==> config.mk <==
export PLATFORM = sky130hd
export DESIGN_NAME = sensor_monitor
export DESIGN_NICKNAME = d
export VERILOG_FILES = /design/src/rtl/sensor_monitor.sv
export SDC_FILE = /design/constraint.sdc
export NUM_CORES = 1
export LEC_CHECK = 0
export CAP_MARGIN = 20
export CORE_MARGIN = 2
export CORE_UTILIZATION = 52
export CTS_CLUSTER_SIZE = 24
export DETAILED_ROUTE_END_ITERATION = 6
export PLACE_DENSITY = 0.77
export SYNTH_ARGS = -nofsm -noshare
export SYNTH_HDL_FRONTEND = slang
export SYNTH_SLANG_ARGS = --single-unit
==> constraint.sdc <==
create_clock -name clk -period 2.39 [get_ports clk]
set_input_delay 0.478 -clock clk [delete_from_list [all_inputs] [get_ports clk]]
set_output_delay 0.478 -clock clk [all_outputs]
set_load 0.005 [all_outputs]
==> src/rtl/sensor_monitor.sv <==
// sensor_monitor: filtered sensor error detector with fault history.
//
// The effective sensor lines are (sensors & ~mask). The raw error condition
// is "line 0 active, or line 1 active together with any higher line". A
// persistence filter only lets the error output change after the raw
// condition has disagreed with it for PERSIST consecutive rising edges.
// Every entry into the error state sets a sticky flag and bumps a
// saturating episode counter.
//
// Ports:
//   clk          system clock, rising edge
//   n_rst        asynchronous active-low reset
//   sensors      raw sensor lines, 1 = active
//   mask         per-line ignore, 1 = line treated as 0
//   clear        synchronous clear of fault_sticky / fault_count
//   error        filtered error (registered state decode)
//   fault_sticky set on each fault entry, held until clear
//   fault_count  number of fault entries, saturating at all-ones
module sensor_monitor #(
    parameter int NUM_SENSORS = 4,
    parameter int PERSIST     = 3,
    parameter int CNT_WIDTH   = 8
) (
    input  logic                   clk,
    input  logic                   n_rst,
    input  logic [NUM_SENSORS-1:0] sensors,
    input  logic [NUM_SENSORS-1:0] mask,
    input  logic                   clear,
    output logic                   error,
    output logic                   fault_sticky,
    output logic [CNT_WIDTH-1:0]   fault_count
);

    typedef enum logic [1:0] {
        ST_OK,
        ST_PEND,
        ST_ERR,
        ST_RECOV
    } state_t;

    localparam logic [8:0] PERSIST_W = 9'(PERSIST);

    state_t                 state;
    logic [7:0]             pcnt;
    logic [NUM_SENSORS-1:0] eff;
    logic                   raw;
    logic [8:0]             pcnt_inc;
    logic                   persist_hit;
    logic                   fault_entry;

    // Saturating increment: holds at all-ones instead of wrapping.
    function automatic logic [CNT_WIDTH-1:0] sat_inc(input logic [CNT_WIDTH-1:0] v);
        return (&v) ? v : v + CNT_WIDTH'(1);
    endfunction

    assign eff         = sensors & ~mask;
    assign raw         = eff[0] | (eff[1] & (|eff[NUM_SENSORS-1:2]));

    // Widened so that pcnt = 255 cannot wrap into a false match.
    assign pcnt_inc    = {1'b0, pcnt} + 9'd1;
    assign persist_hit = (pcnt_inc == PERSIST_W);

    // Entry into ERR from OK (PERSIST = 1) or from PEND; RECOV -> ERR is
    // the same episode and is deliberately excluded.
    assign fault_entry = raw && (((state == ST_OK) && (PERSIST == 1)) ||
                                 ((state == ST_PEND) && persist_hit));

    always_ff @(posedge clk or negedge n_rst) begin
        if (!n_rst) begin
            state        <= ST_OK;
            pcnt         <= 8'd0;
            error        <= 1'b0;
            fault_sticky <= 1'b0;
            fault_count  <= '0;
        end else begin
            case (state)
                ST_OK: begin
                    if (raw) begin
                        if (PERSIST == 1) begin
                            state <= ST_ERR;
                            error <= 1'b1;
                        end else begin
                            state <= ST_PEND;
                            pcnt  <= 8'd1;
                        end
                    end
                end
                ST_PEND: begin
                    if (!raw) begin
                        state <= ST_OK;
                        pcnt  <= 8'd0;
                    end else if (persist_hit) begin
                        state <= ST_ERR;
                        pcnt  <= 8'd0;
                        error <= 1'b1;
                    end else begin
                        pcnt <= pcnt + 8'd1;
                    end
                end
                ST_ERR: begin
                    if (!raw) begin
                        if (PERSIST == 1) begin
                            state <= ST_OK;
                            error <= 1'b0;
                        end else begin
                            state <= ST_RECOV;
                            pcnt  <= 8'd1;
                        end
                    end
                end
                ST_RECOV: begin
                    if (raw) begin
                        state <= ST_ERR;
                        pcnt  <= 8'd0;
                    end else if (persist_hit) begin
                        state <= ST_OK;
                        pcnt  <= 8'd0;
                        error <= 1'b0;
                    end else begin
                        pcnt <= pcnt + 8'd1;
                    end
                end
                default: begin
                    state <= ST_OK;
                    pcnt  <= 8'd0;
                    error <= 1'b0;
                end
            endcase

            // A fault entry on the same edge as clear restarts history at 1.
            if (fault_entry) begin
                fault_sticky <= 1'b1;
                fault_count  <= clear ? CNT_WIDTH'(1) : sat_inc(fault_count);
            end else if (clear) begin
                fault_sticky <= 1'b0;
                fault_count  <= '0;
            end
        end
    end

endmodule

==> results.txt <==
After synthesis the netlist holds a flip-flop and latch count of 20. The total track usage came out at 21.2%. The number of violations reported at the end of detailed-routing iteration 0 came out at 25.

The share of the yosys chip area belonging to registers came out at 40.2%. The switching power share of the total came out at 35.2%. In the final routed layout, each cell accounts on average for roughly 15 µm. The wire length of the first global-routing pass came out at between 4000 and 5000 µm. The floorplan die area came out at 2800 µm². The die height is 53.0 µm. The placement row count came out at 17.

CTS placed an instance of clkbuf_4 at the clock tree root. The highest achievable clock rate came out at ~430 MHz. The detailed-placement wirelength estimate came out at between 1500 and 2000 µm.

The per-instance average area after synthesis came out at around 9.7 µm². The maximum resistive drop on vdd is 0.456 mV. The number of global-route vias before repair came out at 989. The combined area of all synthesized cells is 1250 µm². The layout net count came out at 170. The final antenna-violating net count is 0. The cell count after synthesis is 129. Measured along the x axis, the die boundary spans around 53 µm. The pin count of the biggest net entering global routing is 21. The biggest area contributor in the post-synthesis netlist is dfrtp_1. The share of post-route cells with drive strength above 1 is 13.0%.

The flow ran to the end, and the final reports show no timing, DRC or antenna violations. In this run, flip-flops and latches consume 47.9% of the power. The critical setup path kind is reg -> reg. The final count of pins violating max slew is 0. In the synthesized netlist the dominant register cell turns out to be dfrtp_1. The total of fill cells in the finished design is 196. Excluding fillers, the count of instances in the completed layout stands at 182. The proportion of register bits with asynchronous set or reset after synthesis is 100%. The path type of the worst min-delay path is reg -> reg. Summed over all layers, the global routing overflow is 0. The longest clock path from root to sink contains 2 buffers. The number of setup violations in the final report came out at 0. The leakage power total came out at between 0.7 and 0.8 nW. The number of cells in the design after placement is 178. The highest fanout seen on the critical path came out at 4. The number of violations of the max-capacitance limit is 0. Dividing the final minimum period by the clock period gives 97.2%. The sort of element at the end of the critical path is a register. Setup repair after global routing left no endpoint under its margin.

The count of TritonRoute iterations in the first routing pass came out at 4. The growth of design area from synthesis to finish is 21.6%. Ranked by total cell area, the synthesized netlist is headed by dfrtp_1 (40%), and3_1 (3.5%), ha_1 (3.0%). The number of hold violations in the final report came to 0. For this design the ratio of total power to cell area is 593 nW/µm². The worst clock skew on the final layout came out at 4.24 ps. The worst slack on hold paths came out at 502 ps.

The core area came out at 2230 µm². The transition at the pin with the smallest max-transition slack is 573 ps. Of the total power, combinational logic draws 34.4%.

CTS built an H-tree with a depth of 1. The initial antenna violation count came out at 0. Port buffering added 20 buffers. The arrival time at the worst endpoint came out at 2550 ps. The clock group share of total power is between 10% and 20%.

The clock net in this run drives a total of 20 sinks. The total length of routed wires is about 2700 µm. The vias after detailed routing came out at 1071.

By count the netlist is led by dfrtp_1 (20), inv_1 (9), nor2_1 (9). The clock transition at the registers of the reported paths came out at 110 ps. STA classifies the critical path startpoint as a register.

TritonCTS built the clock tree. The distinct cell type count of the synthesized netlist came out at 48. The number of antenna repair diodes is 0. In the post-synthesis netlist, the cell with the most instances is dfrtp_1. The minimum period implied by the final worst setup slack came out at 2320 ps. The required time of the critical path is around 2600 ps.

The cell-internal power is 582 µW. The worst pin sits at a relative slew slack of 60.8%. The area after detailed placement is 1480 µm². The switching power total is 316 µW. The initial core utilization came out at 55.8%. The synthesized net count came out at 143. The sum of negative setup slack came out at 0 ps. The number of enable flip-flop cells after synthesis came out at 0. The number of warnings reported in the yosys synthesis log came out at 0. The top-level I/O count is 21. The insertion delay to the later sink of the worst-skew pair came out at 300 ps.

For this run, design rule violations remaining after detail routing come to 0. Clock tree synthesis inserted a total of 3 buffers. The post-detailed-route via-to-cell ratio came out at approximately 5.9. For this run, the share of the core covered by cells in the final layout is just under 70%. With fillers left out, the area of the finished cells amounts to 1520 µm².

Of the post-synthesis cell area, the dominant cell type holds 40.2%. The placer's final routability congestion estimate is 0.758.
==> critical path, stage by stage (launching register included) <==
cell,delay [ps]
dfrtp_1,420
ha_1,250
and4_1,230
and2_1,190
and3_1,230
or4_4,430
or3_1,360
a21oi_1,140
==> power by group through the flow <==
stage	clock network (mW)	logic, mW	registers, mW
after floorplan	0	0.183	0.425
after CTS	0.163	0.305	0.428
after detailed placement	0	0.306	0.434
after global routing	0.178	0.350	0.438
after global placement	0	0.291	0.433
final	0.159	0.309	0.430
==> cells by family (layout without fill, tap and decap cells) <==
family | count (synthesis) | after routing | share of synthesized area [%]
and+or+nand+nor | 52 | 52 | 25.1
xor gates and xnor gates | 4 | 4 | 2.81
AOI/OAI and AO/OA | 33 | 33 | 20.6
adders and majority gates | 3 | 3 | 3.01
DFF | 20 | 20 | 40.2
buffers and inverters | 15 | 40 | 6.73
muxes | 2 | 2 | 1.61
==> metrics by stage <==
step | setup slack [ps] | total power, mW
6_report | 67.7 | 0.898
5_1_grt | 7.58 | 0.966
4_1_cts | 45.4 | 0.896
3_5_place_dp | -169 | 0.739
3_3_place_gp | -68.2 | 0.724
2_1_floorplan | 206 | 0.608
==> cell usage in the layout (no fill, tap or decap), types with 2 or more instances in the layout <==
| cell type | synthesis | final |
|---|---|---|
| nand2_1 | 5 | 5 |
| a211o_1 | 3 | 3 |
| xor2_1 | 2 | 2 |
| mux2i_1 | 2 | 2 |
| ha_1 | 3 | 3 |
| a21o_1 | 2 | 2 |
| a22o_1 | 2 | 2 |
| nor2b_1 | 6 | 6 |
| clkbuf_4 | 0 | 3 |
| a31oi_1 | 2 | 2 |
| or2_2 | 2 | 2 |
| and2b_1 | 2 | 2 |
| a311oi_1 | 2 | 2 |
| a41o_1 | 2 | 2 |
| o21ai_0 | 5 | 5 |
| clkdlybuf4s50_1 | 0 | 20 |
| nand3_1 | 5 | 5 |
| a21oi_1 | 4 | 4 |
| buf_4 | 1 | 8 |
| dfrtp_1 | 20 | 19 |
| and3_1 | 7 | 7 |
| nor3_1 | 4 | 4 |
| nor4_1 | 2 | 2 |
| nor2_1 | 9 | 9 |
| inv_1 | 9 | 9 |
| xnor2_1 | 2 | 2 |
==> state kept, by name (all words and copies together), names as in the netlist, named ones only <==
signal        count
fault_count       8
pcnt              8
error             1
fault_sticky      1
state             1
==> cell type report <==
class,count,area [µm²],area share [%]
multi-input combinational,94,662,43.7
timing repair buffer,28,260,17.2
clock buffer,3,22.5,1.49
tap,28,35.0,2.31
sequential,20,502,33.1
inverter,9,33.8,2.23
==> routing by layer <==
layer / GRT usage (%) / up-vias / wire length (µm)
met5: 0 / - / 0
met4: 8.97 / 0 / 21
met3: 3.11 / 4 / 123
met2: 36.7 / 35 / 1350
met1: 25.9 / 505 / 1220
li1: - / 527 / -
==> worst paths after layout <==
kind,startpoint,end,slack (ps),depth (start not counted)
setup reg to reg,fault_count[0],fault_count[3],70,7
hold / removal,fault_sticky,fault_sticky,500,1
hold reg to reg,fault_sticky,fault_sticky,500,1
min in group asynchronous,n_rst,state[0],510,2
setup / recovery,fault_count[0],fault_count[3],70,7
max in group asynchronous,n_rst,pcnt[0],1660,2
==> repair_timing <==
| item | in CTS | in global routing |
|---|---|---|
| buffers inserted | 0 | 1 |
| hold buffers | 0 | 0 |
| endpoints found under the setup margin | 0 | 1 |
| resized for setup | 0 | 1 |
Power figures use the tool's default switching activity.
